`src/rtl/uart_pkg.sv`:
```
// Shared UART definitions used by both the receiver and the transmitter.
package uart_pkg;

  typedef enum logic [2:0] {IDLE, START, DATA, STOP, BREAK} rx_state_t;

  localparam int DATA_BITS = 8;

endpackage

```
`src/rtl/uart_rx_if.sv`:
```
// Receive-side signal bundle: serial input pin plus the parallel byte/status outputs.
interface uart_rx_if;
  import uart_pkg::*;

  logic                 ser_rx;
  logic [DATA_BITS-1:0] out_data;
  logic                 out_valid;
  logic                 frame_err;
  logic [31:0]          out_sum;
  logic                 busy;

  modport slave (
    input  ser_rx,
    output out_data, out_valid, frame_err, out_sum, busy
  );

  modport master (
    output ser_rx,
    input  out_data, out_valid, frame_err, out_sum, busy
  );
endinterface

```
`src/rtl/uart_rx_sync2.sv`:
```
// Generic two-flop synchroniser for an asynchronous single-bit input.
module sync2 #(
  parameter logic RESET_VAL = 1'b1
) (
  input  logic clk,
  input  logic rst_n,
  input  logic d_i,
  output logic q_o
);

  logic meta_q;
  logic sync_q;

  always_ff @(posedge clk or negedge rst_n) begin
    if (!rst_n) begin
      meta_q <= RESET_VAL;
      sync_q <= RESET_VAL;
    end else begin
      meta_q <= d_i;
      sync_q <= meta_q;
    end
  end

  assign q_o = sync_q;

endmodule

```
`src/rtl/uart_rx.sv`:
```
// 8N1 UART receiver: mid-bit sampling, one-cycle valid/error strobes and a running byte sum.
module uart_rx
  import uart_pkg::*;
#(
  parameter int cycles_per_bit = 4
) (
  input  logic     clk,
  input  logic     rst_n,
  uart_rx_if.slave rx
);

  localparam int CW = $clog2(cycles_per_bit);
  localparam int IW = $clog2(DATA_BITS);
  localparam logic [CW-1:0] CNT_RELOAD = CW'(cycles_per_bit - 1);
  localparam logic [CW-1:0] CNT_HALF   = CW'(cycles_per_bit / 2 - 1);
  localparam logic [IW-1:0] LAST_BIT   = IW'(DATA_BITS - 1);

  logic                 rx_s;
  logic                 tick;
  rx_state_t            state_q, state_d;
  logic [CW-1:0]        cnt_q, cnt_d;
  logic [IW-1:0]        bit_idx_q, bit_idx_d;
  logic [DATA_BITS-1:0] shreg_q, shreg_d;
  logic [DATA_BITS-1:0] data_q, data_d;
  logic                 valid_q, valid_d;
  logic                 ferr_q, ferr_d;
  logic [31:0]          sum_q, sum_d;

  sync2 #(.RESET_VAL(1'b1)) u_sync (
    .clk  (clk),
    .rst_n(rst_n),
    .d_i  (rx.ser_rx),
    .q_o  (rx_s)
  );

  assign tick = (cnt_q == '0);

  always_comb begin
    state_d   = state_q;
    cnt_d     = tick ? CNT_RELOAD : cnt_q - CW'(1);
    bit_idx_d = bit_idx_q;
    shreg_d   = shreg_q;
    data_d    = data_q;
    valid_d   = 1'b0;
    ferr_d    = 1'b0;
    sum_d     = sum_q;

    unique case (state_q)
      IDLE: begin
        // Half-period preload puts every later tick at mid-bit.
        if (!rx_s) begin
          state_d = START;
          cnt_d   = CNT_HALF;
        end
      end
      START: begin
        if (tick) begin
          if (!rx_s) begin
            state_d   = DATA;
            bit_idx_d = '0;
          end else begin
            state_d = IDLE;
          end
        end
      end
      DATA: begin
        if (tick) begin
          shreg_d   = {rx_s, shreg_q[DATA_BITS-1:1]};
          bit_idx_d = bit_idx_q + IW'(1);
          if (bit_idx_q == LAST_BIT) state_d = STOP;
        end
      end
      STOP: begin
        if (tick) begin
          if (rx_s) begin
            data_d  = shreg_q;
            valid_d = 1'b1;
            sum_d   = sum_q + 32'(shreg_q);
            state_d = IDLE;
          end else begin
            ferr_d  = 1'b1;
            state_d = BREAK;
          end
        end
      end
      BREAK: begin
        // A held-low line must return high before another start is recognised.
        if (rx_s) state_d = IDLE;
      end
      default: state_d = IDLE;
    endcase
  end

  always_ff @(posedge clk or negedge rst_n) begin
    if (!rst_n) begin
      state_q   <= IDLE;
      cnt_q     <= CNT_RELOAD;
      bit_idx_q <= '0;
      shreg_q   <= '0;
      data_q    <= '0;
      valid_q   <= 1'b0;
      ferr_q    <= 1'b0;
      sum_q     <= '0;
    end else begin
      state_q   <= state_d;
      cnt_q     <= cnt_d;
      bit_idx_q <= bit_idx_d;
      shreg_q   <= shreg_d;
      data_q    <= data_d;
      valid_q   <= valid_d;
      ferr_q    <= ferr_d;
      sum_q     <= sum_d;
    end
  end

  assign rx.out_data  = data_q;
  assign rx.out_valid = valid_q;
  assign rx.frame_err = ferr_q;
  assign rx.out_sum   = sum_q;
  assign rx.busy      = (state_q != IDLE);

endmodule

```
`src/flat_wrapper.sv`:
```
// flat-port wrapper written by rule: the top's interface ports become plain ports
module uart_rx_flat import uart_pkg::*;
#(
  parameter int cycles_per_bit = 4
)
  (clk, rst_n, rx_ser_rx, rx_out_data, rx_out_valid, rx_frame_err, rx_out_sum, rx_busy);
  uart_rx_if rx_i ();
  input  logic clk;
  input  logic rst_n;
  input wire logic [$bits(rx_i.ser_rx)-1:0] rx_ser_rx;
  output wire logic [$bits(rx_i.out_data)-1:0] rx_out_data;
  output wire logic [$bits(rx_i.out_valid)-1:0] rx_out_valid;
  output wire logic [$bits(rx_i.frame_err)-1:0] rx_frame_err;
  output wire logic [$bits(rx_i.out_sum)-1:0] rx_out_sum;
  output wire logic [$bits(rx_i.busy)-1:0] rx_busy;
  assign rx_i.ser_rx = rx_ser_rx;
  assign rx_out_data = rx_i.out_data;
  assign rx_out_valid = rx_i.out_valid;
  assign rx_frame_err = rx_i.frame_err;
  assign rx_out_sum = rx_i.out_sum;
  assign rx_busy = rx_i.busy;
  uart_rx #(.cycles_per_bit(cycles_per_bit)) u_core (.clk(clk), .rst_n(rst_n), .rx(rx_i));
endmodule
```
`config.mk`:
```
export PLATFORM = sky130hd
export DESIGN_NAME = uart_rx_flat
export DESIGN_NICKNAME = d
export VERILOG_FILES = /design/src/rtl/uart_pkg.sv /design/src/rtl/uart_rx_if.sv /design/src/rtl/uart_rx_sync2.sv /design/src/rtl/uart_rx.sv /design/src/flat_wrapper.sv
export SDC_FILE = /design/constraint.sdc
export NUM_CORES = 1
export LEC_CHECK = 0
export ABC_AREA = 1
export CAP_MARGIN = 10
export CORE_ASPECT_RATIO = 1.4
export CORE_MARGIN = 2
export CORE_UTILIZATION = 50
export DETAILED_ROUTE_END_ITERATION = 8
export PLACE_DENSITY = 0.82
export SYNTH_ARGS = -nofsm -noshare
export SYNTH_HDL_FRONTEND = slang
export SYNTH_SLANG_ARGS = --single-unit
```
`constraint.sdc`:
```
create_clock -name clk -period 2.6 [get_ports clk]
set_clock_uncertainty 0.2 [all_clocks]
set_input_delay 0.39 -clock clk [delete_from_list [all_inputs] [get_ports clk]]
set_output_delay 0.39 -clock clk [all_outputs]
set_load 0.01 [all_outputs]
```
==> results.sh <==
export IMPL_outcome="finished clean"
export IMPL_final_util=0.627
export IMPL_final_common_cell="nand2_1"
export IMPL_rsz0062_at_grt="no"
export IMPL_p_leak_nw=1.99
export IMPL_period_minus_slack_ps=2390
export IMPL_yosys_area_top_type="dfrtp_1"
export IMPL_min_path_cells=0
export IMPL_worst_setup_path_start_kind="flop"
export IMPL_rr_startpoint="u_core.rx.out_sum[0]$_DFFE_PN0P_"
export IMPL_ys_types=29
export IMPL_syn_inst=449
export IMPL_crit_chain="ha_1 -> fa_1 -> nand3_1 -> nand3_1 -> nand2_1 -> nand2_1 -> nand2_1 -> o21ai_0 -> nand3b_1 -> nand2_1"
export IMPL_cts_inserted_buffers=9
export IMPL_start_util=0.511
export IMPL_grt_pass1_wl_microns=13200
export IMPL_slew_violations=0
export IMPL_cts_setup_buffers=0
export IMPL_diodes=0
export IMPL_clkLatencyLatePin_ps=350
export IMPL_maxCapViolations=0
export IMPL_die_width_microns=72.8
export IMPL_cp_common_cell="nand2_1"
export IMPL_grt_max_degree=37
export IMPL_post_place_cells=566
export IMPL_p_per_area_mw_per_mm2=727
export IMPL_die_area_sq_mm=0.00729
export IMPL_path_clk_slew_ps=70
export IMPL_netlist_area_leader_share=0.423
export IMPL_achievable_frequency_mhz=418
export IMPL_cp_arrival_ps=2440
export IMPL_fin_tns_setup_ps=0
export IMPL_hold_buffers=1
export IMPL_final_nets=519
export IMPL_cts_tree="yes"
export IMPL_drt_pass1_iterations=4
export IMPL_ios=46
export IMPL_fillers=556
export IMPL_min_path_type="flop to flop"
export IMPL_post_synth_cell_area_avg_sq_um=7.37
export IMPL_r2r_slack_ps=210
export IMPL_power_mw=2.95
export IMPL_timing_final_ws_setup_ps=209
export IMPL_wl_per_cell_microns=13.2
export IMPL_worst_r2r_endpoint="u_core.rx.out_sum[22]$_DFFE_PN0P_"
export IMPL_hold_viol=0
export IMPL_hold_end="u_core.u_sync.q_o$_DFF_PN1_"
export IMPL_crit_fanout=6
export IMPL_gp_congestion=0.931
export IMPL_cts_root_buf="clkbuf_8"
export IMPL_numPortBuffers=45
export IMPL_peakVddDrop_mv=0.532
export IMPL_first_iter_violations=203
export IMPL_pre_cts_ws_ps=245
export IMPL_cp_required_ps=2650
export IMPL_reg2reg_depth=10
export IMPL_crit_type="flop to flop"
export IMPL_ys_ff_latch=60
export IMPL_synthesis_nets=464
export IMPL_syn_area_sq_mm=0.00331
export IMPL_ys_warn_count=0
export IMPL_wl_microns=7700
export IMPL_post_route_period_util=0.920
export IMPL_area_delta_synth_final_pct=22.8
export IMPL_end_kind="flop"
export IMPL_vias=3118
export IMPL_htreeDepth=3
export IMPL_grt_ovfl_total=0
export IMPL_slew_headroom=0.566
export IMPL_grt_pass1_vias=3109
export IMPL_drc_errors=0
export IMPL_final_cell_mix="175 x nand2_1, 57 x inv_1, 56 x dfrtp_1, 44 x clkdlybuf4s50_1"
export IMPL_layout_drive_gt1_share=0.0668
export IMPL_min_delay_start="u_core.u_sync.meta_q$_DFF_PN1_"
export IMPL_synth_area_leaders="dfrtp_1 42%, nand2_1 20%, inv_1 6.5%"
export IMPL_dpl_hpwl_microns=5700
export IMPL_instances_no_fill=583
export IMPL_slowest_stage="fa_1"
export IMPL_slowest_delay_ps=420
export IMPL_core_area_sq_mm=0.00648
export IMPL_worstMarginPinSlew_ps=644
export IMPL_postRouteAntennaNets=0
export IMPL_viasPerCell=5.35
export IMPL_setup_viol=0
export IMPL_dieHeight_microns=100
export IMPL_numClockSinks=60
export IMPL_cts_buffer_depth=2
export IMPL_num_rows=35
export IMPL_grt_usage=0.232
export IMPL_synth_seq_area_share=0.455
export IMPL_cts_resized=0
export IMPL_grt_antenna_before_repair=0
## cell usage after synthesis
| library cell | instances |
|---|---|
| nor3_4 | 1 |
| fa_1 | 1 |
| dfstp_2 | 4 |
| ha_1 | 11 |
| clkbuf_1 | 4 |
| buf_2 | 2 |
| dfrtp_1 | 56 |
| nand2_1 | 175 |
| o21ai_0 | 26 |
| o31ai_1 | 1 |
| nor3_1 | 10 |
| clkinv_1 | 1 |
| xor2_1 | 1 |
| or2_2 | 3 |
| nand2_2 | 1 |
| xnor2_1 | 6 |
| a31o_2 | 1 |
| nor2_1 | 29 |
| nor4_1 | 1 |
| and2_1 | 1 |
| nand3_1 | 29 |
| inv_2 | 2 |
| nand3b_1 | 10 |
| inv_1 | 57 |
| o211ai_1 | 1 |
| nand4_1 | 9 |
| nor2_2 | 1 |
| a21oi_1 | 4 |
| a21boi_0 | 1 |
## per-stage QoR
step | instance area, sq um | hold slack (ps)
final | 4060 | 157
after global routing | 4060 | 159
after CTS | 4060 | 158
after detailed placement | 3860 | 148
after global placement | 3860 | 147
after floorplan | 3310 | -106
## worst max-delay path, delay by kind of cell (launching register included)
| kind | cells | cell delay, ps |
|---|---|---|
| simple gates | 7 | 800 |
| fa+ha+maj | 2 | 660 |
| compound gates | 1 | 240 |
| flops | 1 | 390 |
## power breakdown
part	internal [mW]	leakage (nW)	total [mW]	switching, mW
clock	0.418	0.0982	0.782	0.364
sequential	1.12	0.807	1.26	0.141
combinational	0.391	1.08	0.912	0.520
## layer usage
layer | GRT usage | share of wire | vias to the layer above
li1 | - | - | 1538
met1 | 0.267 | 0.40 | 1446
met2 | 0.383 | 0.50 | 99
met3 | 0.0482 | 0.044 | 35
met4 | 0.150 | 0.048 | 0
met5 | 0 | 0 | -
## flip-flops by register name, summed over array words and instances (netlist names)
signal	count
u_core.bit_idx_q	3
u_core.cnt_q	2
u_core.rx.frame_err	1
u_core.rx.out_data	8
u_core.rx.out_sum	32
u_core.rx.out_valid	1
u_core.shreg_q	8
u_core.state_q	3
u_core.u_sync.meta_q	1
u_core.u_sync.q_o	1
## cell families after synthesis
kind of cell | synth area share
XOR/XNOR | 0.0185
AO/OA/AOI/OAI | 0.0548
flip-flops | 0.455
buffers and inverters | 0.0756
AND/OR/NAND/NOR | 0.348
adder cells (fa/ha/maj) | 0.0476
## how the worst max path moves through the flow
stage / endpoint / slack [ps] / from / cells past startpoint
2_1_floorplan: u_core.rx.out_sum[22]$_DFFE_PN0P_ / 460 / u_core.rx.out_sum[0]$_DFFE_PN0P_ / 10
5_1_grt: u_core.rx.out_sum[22]$_DFFE_PN0P_ / 20 / u_core.rx.out_sum[0]$_DFFE_PN0P_ / 10
3_3_place_gp: u_core.rx.out_sum[30]$_DFFE_PN0P_ / 340 / u_core.rx.out_sum[0]$_DFFE_PN0P_ / 10
6_report: u_core.rx.out_sum[22]$_DFFE_PN0P_ / 210 / u_core.rx.out_sum[0]$_DFFE_PN0P_ / 10
4_1_cts: u_core.rx.out_sum[30]$_DFFE_PN0P_ / 230 / u_core.rx.out_sum[0]$_DFFE_PN0P_ / 10
3_5_place_dp: u_core.rx.out_sum[30]$_DFFE_PN0P_ / 250 / u_core.rx.out_sum[0]$_DFFE_PN0P_ / 10
## final cells by class
| type | count | area [sq um] | area share |
|---|---|---|---|
| multi-input cells | 323 | 1550 | 0.382 |
| flip-flops and latches | 60 | 1510 | 0.371 |
| repair buffers | 50 | 498 | 0.123 |
| inverters | 60 | 225 | 0.0554 |
| clock buffers | 12 | 165 | 0.0407 |
| well taps | 74 | 92.6 | 0.0228 |
| clock inverters | 4 | 22.5 | 0.00554 |
No activity file was read; power rests on OpenSTA's default activity.
